**src/rtl/sp_ram_ctl.sv**
```systemverilog
// Single-port synchronous RAM with configurable read latency, write-collision mode
// and a hardware clear engine that fills the array with CLEAR_VAL.
module sp_ram_ctl #(
  parameter int unsigned       DATA_W     = 9,
  parameter int unsigned       ADDR_W     = 6,
  parameter int unsigned       READ_MODE  = 0,
  parameter int unsigned       WRITE_MODE = 0,
  parameter bit                INIT_CLEAR = 1'b1,
  parameter logic [DATA_W-1:0] CLEAR_VAL  = '0
) (
  input  logic              clk,
  input  logic              reset_n,
  input  logic              ce,
  input  logic              oce,
  input  logic              wre,
  input  logic [ADDR_W-1:0] ad,
  input  logic [DATA_W-1:0] din,
  input  logic              clr,
  output logic              busy,
  output logic [DATA_W-1:0] dout
);

  localparam int unsigned DEPTH = 2 ** ADDR_W;

  typedef enum logic [0:0] {StIdle, StClear} state_e;

  localparam state_e ResetState = INIT_CLEAR ? StClear : StIdle;

  if (READ_MODE > 1) begin : gen_bad_read_mode
    $error("sp_ram_ctl: READ_MODE must be 0 or 1");
  end
  if (WRITE_MODE > 2) begin : gen_bad_write_mode
    $error("sp_ram_ctl: WRITE_MODE must be 0, 1 or 2");
  end

  logic [DATA_W-1:0] mem [DEPTH];

  state_e            state_q, state_d;
  logic [ADDR_W-1:0] cnt_q, cnt_d;
  logic [DATA_W-1:0] data_q, data_d;
  logic [DATA_W-1:0] out_q, out_d;
  logic              mem_we;
  logic [ADDR_W-1:0] mem_addr;
  logic [DATA_W-1:0] mem_wdata;
  logic [DATA_W-1:0] rd_word;

  assign rd_word = mem[ad];

  always_comb begin
    state_d   = state_q;
    cnt_d     = cnt_q;
    data_d    = data_q;
    out_d     = out_q;
    mem_we    = 1'b0;
    mem_addr  = ad;
    mem_wdata = din;
    unique case (state_q)
      StIdle: begin
        if (ce) begin
          if (wre) begin
            mem_we = 1'b1;
            // Old word comes from the pre-write array value (read-before-write).
            if (WRITE_MODE == 1) begin
              data_d = din;
            end else if (WRITE_MODE == 2) begin
              data_d = rd_word;
            end
          end else begin
            data_d = rd_word;
          end
        end
        if (oce) begin
          out_d = data_q;
        end
        if (clr) begin
          state_d = StClear;
          cnt_d   = '0;
        end
      end
      StClear: begin
        // User inputs are ignored; data and output registers hold.
        mem_we    = 1'b1;
        mem_addr  = cnt_q;
        mem_wdata = CLEAR_VAL;
        cnt_d     = cnt_q + 1'b1;
        if (&cnt_q) begin
          state_d = StIdle;
          cnt_d   = '0;
        end
      end
      default: state_d = StIdle;
    endcase
  end

  always_ff @(posedge clk or negedge reset_n) begin
    if (!reset_n) begin
      state_q <= ResetState;
      cnt_q   <= '0;
      data_q  <= '0;
      out_q   <= '0;
    end else begin
      state_q <= state_d;
      cnt_q   <= cnt_d;
      data_q  <= data_d;
      out_q   <= out_d;
    end
  end

  // Array has no reset so it maps onto block RAM.
  always_ff @(posedge clk) begin
    if (mem_we) begin
      mem[mem_addr] <= mem_wdata;
    end
  end

  assign busy = (state_q == StClear);
  assign dout = (READ_MODE == 1) ? out_q : data_q;

endmodule

```
**config.mk**
```make
export PLATFORM = sky130hd
export DESIGN_NAME = sp_ram_ctl
export DESIGN_NICKNAME = d
export VERILOG_FILES = /design/src/rtl/sp_ram_ctl.sv
export SDC_FILE = /design/constraint.sdc
export NUM_CORES = 1
export LEC_CHECK = 0
export CAP_MARGIN = 40
export CORE_MARGIN = 10
export CORE_UTILIZATION = 50
export CTS_CLUSTER_SIZE = 30
export DETAILED_ROUTE_END_ITERATION = 8
export GPL_ROUTABILITY_DRIVEN = 0
export HOLD_SLACK_MARGIN = 0.15
export PLACE_DENSITY = 0.66
export SLEW_MARGIN = 5
export SYNTH_ARGS = -nofsm -noshare
export SYNTH_HDL_FRONTEND = slang
export SYNTH_SLANG_ARGS = --single-unit
```
**constraint.sdc**
```tcl
create_clock -name clk -period 3.9 [get_ports clk]
set_input_delay 0.78 -clock clk [delete_from_list [all_inputs] [get_ports clk]]
set_output_delay 0.78 -clock clk [all_outputs]
set_load 0.01 [all_outputs]
```
* Yosys cells after proc, flatten, opt, wreduce, memory -nomap -nowiden
Memory sizes are Yosys's and may differ from the RTL's. A register that Yosys moved wholly into a read port is not among the register bits. Index checks and enable logic that the tools add are counted. Widths: inputs -> output; s select.
Cells by class: add/subtract/negate cells 1, $mul 0, div/mod/pow operators 0, magnitude comparators 0, equality and inequality tests 1, shift-type cells 0, muxes and demuxes 13, bitwise operators 2, reduce and logical (&&, ||, !) cells 3
Operator list (number):
- $mux 6 | 3
- $pmux 6 s2 | 1
- $mux 9 | 1
- $add 6x1->6 const B | 1
- $mux 1 | 6
- $reduce_and 6->1 | 1
- $pmux 1 s2 | 2
- $reduce_and 3->1 | 1
- $ne 2x2->1 const B | 1
- $not 1->1 | 2
- $logic_not 1->1 | 1
Word-level totals: bits in registers 7, bits in latches 0, RAM bits 576, ROM bits 0, input bits 21, memories 1
Memory list:
- mem | words 64, width 9, read ports 1, clocked after memory_dff 1, wr ports 1, RTL line 36 | logic [DATA_W-1:0] mem [DEPTH];

* Depth between registers and ports, before layout
Gate-level depths: netlist of the first run.
depth after elaboration 5, gate-level depth with buffers 11, gate-level depth less buffers 7

* Least setup slack after synthesis of the first run
OpenSTA, ideal clock, no wires.
kind reg-to-reg, start point register state_q, in the netlist busy, end point memory mem[0][6], data pin, data arrival time 2.565 ns, required time 3.385 ns, path slack 0.820 ns, stages on the path, launching flop included 5, buffers on the path 3, cells stage by stage dfstp_2 clkbuf_1 clkbuf_1 clkbuf_1 nor2b_1
On the way: longest elaborated chain between the ends 1
RTL lines:
- start, declared | RTL line 38 | state_e state_q, state_d;
- start signal, assigned | RTL line 97 | state_q <= ResetState;
- start signal, assigned | RTL line 102 | state_q <= state_d;
- $mux 9 | RTL line 57 | unique case (state_q)
- net mem_wdata[6] | RTL line 44 | logic [DATA_W-1:0] mem_wdata;
- end, declared | RTL line 36
The timed path passes the listed nets, and every way through them passes these cells.

* Worst setup path after layout of the first run
start point register state_q, in the netlist busy, end point output port busy
RTL lines:
- end, declared | RTL line 19 | output logic busy,
No word-level cell between the ends.

==> metrics.yaml, run 1 <==
status: "completed"
drt_wl_total_um: 51500
slowest_stage: "dfstp_2"
clkLatencyLatePin_ns: 0.62
firstDrtPassIters: 6
finalSetupViolations: 0
multi_input_comb_area_um2: 5480
slew_headroom_pct: 39.6
antenna_found_initial: 0
hold_viol: 0
regArea_um2: 17700
r2r-end: "mem[16][0]"
dieWidth_um: 237
wl_met1_um: 22800
area_growth_pct: 14.7
clkTransAtPathRegs_ns: 0.06
synth_cell_types: 37
routed.top_layer: "met4"
drtAntennaViolNets: 0
n_fill_cell: 3446
min_from: "dout[3]"
cp_data_arrival_time_ns: 2.14
hpwl_um: 31300
yosysSeqAreaShare_pct: 75.4
initial_core_util_pct: 50.5
hold_class: "flop to flop"
ys_ff_latch: 592
nets: 1391
worstPathMaxFanout: 11
vdd_drop_max_mv: 0.522
syn_area_per_cell_um2: 18.8
io_pins: 31
maxCapViolCount: 0
h-tree-depth: 2
ff2ff_setup_slack_ns: 1.06
route.met2.wl_um: 23900
wl_met3_um: 3680
fp.coreArea_um2: 46500
fin_crit_ns: 2.92
cts-hold-fix-buffers: 0
rows: 79
critPathMaxStageDelay_ns: 0.89
fin_tns_setup_ns: 0
yosys_warnings: 0
cts_resized: 0
drive_gt1_share_pct: 18.5
required_ns: 3.12
cts_setup_buffers: 0
path_cells: "clkdlybuf4s50_1"
root_buffer: "clkbuf_16"
syn-num-nets: 1274
viasPerCell: 5.88
cts_buffers: 55
drt-wirelength-per-cell_um: 25.5
hold_path_end: "dout[3]"
drcViolationCount: 0
crit_type: "flop to primary output"
finalMaxSlewViolations: 0
hold_ws_ns: 0.626
path_buf_inv: 1
netlist_instances: 1252
die_area_um2: 56000
grt_usage_pct: 18.2
tightest_slew_ns: 0.904
critPathTopFamily: "flip-flops"
crit_path_start_kind: "flop"
portBuffers: 29
clock-sinks: 592
leakagePower_nw: 9.24
r2r_cells: 6
num_antenna_cells: 0
skew_ns: 0.0315
r2r-start: "busy"
min_period_over_period_pct: 74.8
drt-initial-drc-count: 1250
timing.fmax_mhz: 343
cts_buffer_depth: 3
grt_pass1_vias: 11600
vias: 11900
grt_max_degree: 76
crit_path_end_kind: "primary output"
rsz0062_at_grt: "no"
powerDensity_nw_per_um2: 537
grt_pass1_wl_um: 76500
syn_area_um2: 23500
cts_tree: "yes"
grt_overflow: 0
die_h_um: 237
whs_path_depth: 2
cell usage in the layout, fill, tap and decap left out, types with 3 or more instances in the layout:
cell               n
a22oi_1           54
inv_1              5
dfrtp_1           15
clkbuf_8           3
nor2_1            75
mux2i_1          154
mux4_1            25
nand2_1           48
buf_4             96
clkinv_2           4
clkdlybuf4s50_1   26
clkinv_1           7
o21ai_0            9
clkbuf_1          20
a21oi_1           47
nand2b_1           8
buf_12             7
a41oi_1            9
o32ai_1            5
mux4_2            56
nand3_1           43
mux2_2            11
o22ai_1            9
nor2b_4            9
edfxtp_1         576
clkbuf_16         55
bufinv_16          8
per-stage QoR:
stage	util, %	setup slack (ns)	cells	power [mW]	area (um^2)
finish	58.0	0.984	2021	14.5	26900
global route	58.0	0.877	2021	14.9	26900
CTS	57.9	0.937	2019	14.5	26900
detailed placement	54.0	0.431	1917	9.16	25100
global placement	54.0	0.428	1916	9.12	25100
floorplan	-	0.820	1252	8.46	23500
worst max path at each step:
stage	start	end	cells after the start	slack, ns
floorplan	busy	mem[0][6]	4	0.82
CTS	busy	busy	1	0.94
finish	busy	busy	1	0.98
detailed placement	ad[0]	dout[8]	8	0.43
global placement	ad[0]	dout[8]	8	0.43
global route	busy	mem[8][0]	6	0.88
per-layer routing:
metal | global-route usage (%) | vias to the layer above
li1 | - | 5298
met3 | 2.89 | 69
met5 | 0 | -
met1 | 26.9 | 6111
met4 | 5.19 | 0
met2 | 27.5 | 414
state kept, by name, summed over array words and instances, names as in the netlist:
register  cells
dout          9
mem         576
busy          1
cnt_q         6
report_power, final:
group	leakage (nW)	total, mW	switching [mW]	internal, mW
Clock	0.881	5.43	2.23	3.20
Combinational	2.84	1.51	0.971	0.539
Sequential	5.51	7.52	0.178	7.35
Total	9.24	14.5	3.38	11.1
final cells by class:
type	instances	area share, %
Tap cell	607	2.82
Sequential cell	592	65.7
Clock buffer	78	5.54
Multi-Input combinational cell	583	20.3
Clock inverter	24	1.26
Inverter	5	0.0697
Timing Repair Buffer	132	4.29
cells by family after synthesis:
kind of cell	after synthesis	synth area share, %
compound gates	140	3.94
xor+xnor	3	0.112
fa+ha+maj	1	0.0533
buf+inv	77	1.65
flops	592	75.4
mux	246	15.3
simple gates	193	3.61
synth_stat cells:
master | n | area share [%]
xnor2_1 | 2 | 0.075
buf_4 | 8 | 0.26
edfxtp_1 | 576 | 74
ha_1 | 1 | 0.053
o32ai_1 | 5 | 0.19
o22ai_1 | 9 | 0.24
a21oi_1 | 47 | 1.0
mux2_2 | 11 | 0.53
a211o_1 | 1 | 0.037
nor2b_1 | 13 | 0.35
xor2_1 | 1 | 0.037
o31ai_1 | 1 | 0.032
a22o_1 | 1 | 0.037
buf_6 | 5 | 0.24
nor2_1 | 76 | 1.2
a41oi_1 | 9 | 0.34
clkbuf_1 | 28 | 0.45
and3b_1 | 1 | 0.037
a21o_1 | 1 | 0.032
buf_1 | 6 | 0.096
dfstp_2 | 1 | 0.11
and3_1 | 1 | 0.027
inv_1 | 5 | 0.080
nand3_1 | 43 | 0.92
nor3b_1 | 2 | 0.064
nand2b_1 | 8 | 0.21
o32a_1 | 2 | 0.085
mux4_2 | 56 | 5.4
mux2i_1 | 154 | 6.6
o21ai_0 | 9 | 0.19
nand2_1 | 48 | 0.77
mux4_1 | 25 | 2.8
dfrtp_1 | 15 | 1.6
a22oi_1 | 54 | 1.7
buf_2 | 25 | 0.53
o21a_1 | 1 | 0.032
and2_1 | 1 | 0.027
(Power assumes the default switching activity.)
==> inputs of run 2 (changes only) <==
Clock period 3.9 ns to 2.95 ns, I/O delays scaled along.
==> run 2 against run 1 <==
  * Sequential power is 32% higher
  * Register-to-register slack worse by 0.51 ns
  * Critical path depth stayed put
  * Critical endpoint unchanged
==> metrics.yaml, run 2 (synthesized netlist as in run 1, its figures left out) <==
status: "completed"
slew_headroom_pct: 48.8  # +9.3 points
path_cells: "clkdlybuf4s50_1"
placed_area_um2: 25500  # +1.6%
critPathTopFamily: "flip-flops"
path_depth: 1  # unchanged
clock-sinks: 592  # unchanged
top_register: "mem"
vdd_drop_max_mv: 0.673  # +29%
critPathMaxStageDelay_ns: 0.72  # -0.17 ns
drcViolationCount: 0  # unchanged
rsz0062_at_grt: "no"
required_ns: 2.36  # -0.76 ns
die_area_um2: 56000  # unchanged
drt_wl_total_um: 51300  # -0.31%
drt-wirelength-per-cell_um: 25.0  # -1.9%
h-tree-depth: 2  # unchanged
area_growth_pct: 15.6
final_cell_mix: "edfxtp_1 (576), mux2i_1 (154), buf_4 (116)"
maxCapViolCount: 0  # unchanged
pre_cts_ws_ns: 0.0309  # -0.400 ns
worstPathMaxFanout: 15  # +4
nets: 1422  # +2.2%
r2r_cells: 6  # unchanged
fp.coreArea_um2: 46500  # unchanged
tightest_slew_ns: 0.765  # -0.140 ns
die_h_um: 237  # unchanged
antenna_found_initial: 1  # +1
cp_data_arrival_time_ns: 1.92  # -0.22 ns
crit_path_end_kind: "primary output"
cts_buffer_depth: 3  # unchanged
clkTransAtPathRegs_ns: 0.07  # about the same
cts-hold-fix-buffers: 0  # unchanged
grt_pass1_wl_um: 76200  # -0.50%
cts_resized: 0  # unchanged
portBuffers: 29  # unchanged
powerDensity_nw_per_um2: 686  # +28%
grt_pass1_vias: 12000  # +3.1%
stdcell_count: 2053  # +1.6%
vias: 12000  # +1.2%
drive_gt1_share_pct: 20.2  # +1.7 points
path_buf_inv: 1  # unchanged
io_pins: 31  # unchanged
root_buffer: "clkbuf_16"
dieWidth_um: 237  # unchanged
leakagePower_nw: 9.37  # +1.4%
skew_ns: 0.0222  # -0.00932 ns
largest_reg_flops: 576  # unchanged
place_inst: 1950  # +1.7%
viasPerCell: 5.86  # -0.41%
hold_class: "input pin to async pin"
grt_max_degree: 65  # -14%
cts_tree: "yes"
total_power_mw: 18.6  # +29%
firstDrtPassIters: 5  # -1
hpwl_um: 31800  # +1.6%
finalMaxSlewViolations: 0  # unchanged
crit_path_start_kind: "flop"
hold_viol: 0  # unchanged
final_core_utilization_pct: 58.4  # +0.46 points
crit_type: "flop to primary output"
mostFrequentLayoutCell: "edfxtp_1"
rows: 79  # unchanged
grt_usage_pct: 18.0  # -0.19 points
finalInstanceArea_um2: 27200  # +0.79%
cts_buffers: 55  # unchanged
finalSetupViolations: 0  # unchanged
initial_core_util_pct: 50.5  # unchanged
drt-initial-drc-count: 1300  # +4.0%
grt_overflow: 0  # unchanged
slowest_stage: "dfstp_2"
clkLatencyLatePin_ns: 0.61  # about the same
cts_setup_buffers: 0  # unchanged
min_period_over_period_pct: 85.2
fin_tns_setup_ns: 0  # unchanged
timing.fmax_mhz: 398
setup_ws_ns: 0.435  # -0.549 ns
drtAntennaViolNets: 0  # unchanged
fin_crit_ns: 2.51
ff2ff_setup_slack_ns: 0.55  # -0.51 ns
hold_ws_ns: 0.431  # -0.195 ns
-- run 2: changes by cell type in the layout (fill, tap and decap cells not counted), moves of 4 or more --
cell,before,now
buf_4,96,116
buf_12,7,19
clkinv_2,4,13
bufinv_16,8,1
clkinv_1,7,12
clkbuf_1,20,16
-- run 2: layout make-up --
cell class                      count  area, um^2
Multi-Input combinational cell    583        5480
Timing Repair Buffer              163        1530
Clock buffer                       73        1490
Tap cell                          607         759
Sequential cell                   592       17700
Inverter                            5        18.8
Clock inverter                     29         180
Fill cell                        3378       19300
Antenna cell                        1        2.50
-- run 2: final timing paths --
kind                               to  startpoint
min in group clk             cnt_q[0]    cnt_q[0]
max in group asynchronous    cnt_q[1]     reset_n
hold / removal                dout[1]     reset_n
hold reg to reg              cnt_q[0]    cnt_q[0]
setup / recovery                 busy        busy
setup reg to reg           mem[17][2]        busy
-- run 2: routing by layer --
layer	GRT usage [%]	vias up	share of wire, %
met5	0	-	0
met4	5.98	0	3.0
met3	3.98	101	7.5
met2	26.9	412	45
met1	25.8	6158	44
li1	-	5360	-
-- run 2: power by group --
part	leakage, nW	switching [mW]	internal (mW)	total [mW]
clock network	0.825	2.95	3.64	6.58
registers	5.51	0.225	9.71	9.94
logic	3.03	1.29	0.810	2.10
total	9.37	4.47	14.2	18.6
==> inputs of run 3 (changes only) <==
Settings changed: CAP_MARGIN 40 to 20, GPL_TIMING_DRIVEN from default to 0.
==> run 3 against run 2 <==
  * Clock skew down 0.0048 ns
  * Non-clock buffer count down 52
  * Power up 5.7%
  * Clock power up 12%
  * Final cell count down 2.6%
  * Clock-buffer cell count down 7
  * Maximum frequency down 11%
  * Combinational power up 14%
  * Utilization up 0.30 points
  * Hold slack better by 0.059 ns
  * First-iteration DRC count down 0.46%
==> metrics.yaml, run 3 (synthesized netlist as in run 1, its figures left out) <==
status: "completed"
finalMaxSlewViolations: 0  # unchanged
hpwl_um: 36300  # +14%
drt-wirelength-per-cell_um: 27.1  # +8.5%
die_area_um2: 56000  # unchanged
required_ns: 3.22  # +0.86 ns
multi_input_comb_area_um2: 5970  # +9.1%
cts-hold-fix-buffers: 0  # unchanged
cts_buffers: 57  # +3.6%
vdd_drop_max_mv: 0.578  # -14%
grt_overflow: 0  # unchanged
powerDensity_nw_per_um2: 721  # +5.1%
io_pins: 31  # unchanged
largest_reg_flops: 576  # unchanged
grt_usage_pct: 19.2  # +1.2 points
portBuffers: 24  # -17%
pre_cts_ws_ns: -0.881  # -0.912 ns
cts_buffer_depth: 3  # unchanged
rows: 79  # unchanged
grt.met3_usage_pct: 4.35  # +0.37 points
cp-startpoint: "ad[4]"
top_usage_layer: "met2"
r2r-start: "busy"
final_cell_mix: "edfxtp_1 (576), mux2i_1 (153), clkbuf_16 (59)"
viasPerCell: 6.03  # +2.9%
vias: 12100  # +0.27%
tightest_slew_ns: 0.992  # +0.227 ns
antenna_found_initial: 0  # -1
drcViolationCount: 0  # unchanged
top_register: "mem"
finalSetupViolations: 0  # unchanged
root_buffer: "clkbuf_16"
crit_type: "input pin to flop"
hold_viol: 0  # unchanged
timing.fmax_mhz: 353  # -11%
maxCapViolCount: 0  # unchanged
drt_wl_total_um: 54200  # +5.7%
r2r-end: "mem[62][6]"
cts_tree: "yes"
area_growth_pct: 16.2
setup_ws_ns: 0.116  # -0.319 ns
min_period_over_period_pct: 96.1  # +11 points
slew_headroom_pct: 33.7  # -15 points
firstDrtPassIters: 5  # unchanged
mostFrequentLayoutCell: "edfxtp_1"
n_fill_cell: 3358  # -0.59%
use_met1_pct: 24.7  # -1.1 points
r2r_cells: 5  # -1
hold_class: "input pin to async pin"
num_antenna_cells: 0  # -1
die_h_um: 237  # unchanged
fp.coreArea_um2: 46500  # unchanged
leakagePower_nw: 9.07  # -3.2%
initial_core_util_pct: 50.5  # unchanged
cp_data_arrival_time_ns: 3.10  # +1.18 ns
worstPathMaxFanout: 10  # -5
drive_gt1_share_pct: 21.4  # +1.2 points
skew_ns: 0.0173  # -0.00481 ns
crit_path_end_kind: "flop"
crit_path_start_kind: "input pin"
rsz0062_at_grt: "no"
regArea_um2: 17700  # unchanged
total_power_mw: 19.7  # +5.7%
dieWidth_um: 237  # unchanged
clkLatencyLatePin_ns: 0.62  # about the same
clkTransAtPathRegs_ns: 0.06  # about the same
grt_use_met2_pct: 32.0  # +5.2 points
nets: 1372  # -3.5%
h-tree-depth: 2  # unchanged
grt_pass1_wl_um: 80300  # +5.5%
drtAntennaViolNets: 0  # unchanged
ff2ff_setup_slack_ns: 0.27  # -0.28 ns
drt-initial-drc-count: 1294  # -0.46%
clock-sinks: 592  # unchanged
grt_max_degree: 41  # -37%
grt_pass1_vias: 12300  # +3.3%
fin_crit_ns: 2.83  # +0.319 ns
[run 3: stage by stage]
stage	TNS, ns	util [%]	instances	area [um^2]	hold WS, ns
3_3_place_gp	-1757.52	52.7	1883	24500	0.582
2_1_floorplan	-16.64	-	1252	23500	0.294
3_5_place_dp	-374.61	53.5	1896	24900	0.596
6_report	0	58.7	2000	27300	0.490
5_1_grt	0	58.7	2000	27300	0.505
4_1_cts	-51.68	58.3	2000	27100	0.464
[run 3: how the worst max path moves through the flow]
stage | to | slack, ns | depth (start not counted)
finish | mem[25][8] | 0.12 | 7
CTS | mem[12][6] | -0.24 | 6
detailed placement | mem[58][7] | -0.88 | 7
global placement | mem[11][6] | -2.76 | 4
floorplan | mem[0][6] | -0.13 | 4
global route | mem[58][1] | 0.006 | 7
[run 3: final cells by class]
| class | count | share of cell area [%] |
|---|---|---|
| clock buffers | 66 | 5.51 |
| repair buffers | 40 | 2.13 |
| plain buffers | 71 | 1.35 |
| inverters | 5 | 0.0688 |
| flip-flops and latches | 592 | 64.8 |
| clock inverters | 36 | 1.42 |
| multi-input cells | 583 | 21.9 |
| well taps | 607 | 2.78 |
[run 3: worst max-delay path: stages]
cell      delay [ns]
clkbuf_1        0.35
buf_2           0.39
inv_1           0.13
clkbuf_1        0.33
o32ai_2         0.48
nand2_2         0.37
nor2_4          0.43
[run 3: timing repair]
action / CTS / global route
resized for setup: 94 / 50
buffers inserted: 2 / 0
pin swaps: 2 / 2
endpoints found under the setup margin: 576 / 579
[run 3: where the power goes]
| part | internal (mW) | switching [mW] | leakage, nW | total (mW) |
|---|---|---|---|---|
| combinational | 0.735 | 1.65 | 2.65 | 2.39 |
| clock | 4.33 | 3.07 | 0.906 | 7.39 |
| sequential | 9.71 | 0.188 | 5.51 | 9.90 |
| total | 14.8 | 4.90 | 9.07 | 19.7 |
[run 3: routing by layer]
metal	vias up	share of wire, %
met5	-	0
met4	0	2.6
met3	90	6.9
met2	424	50
met1	6296	41
li1	5253	-
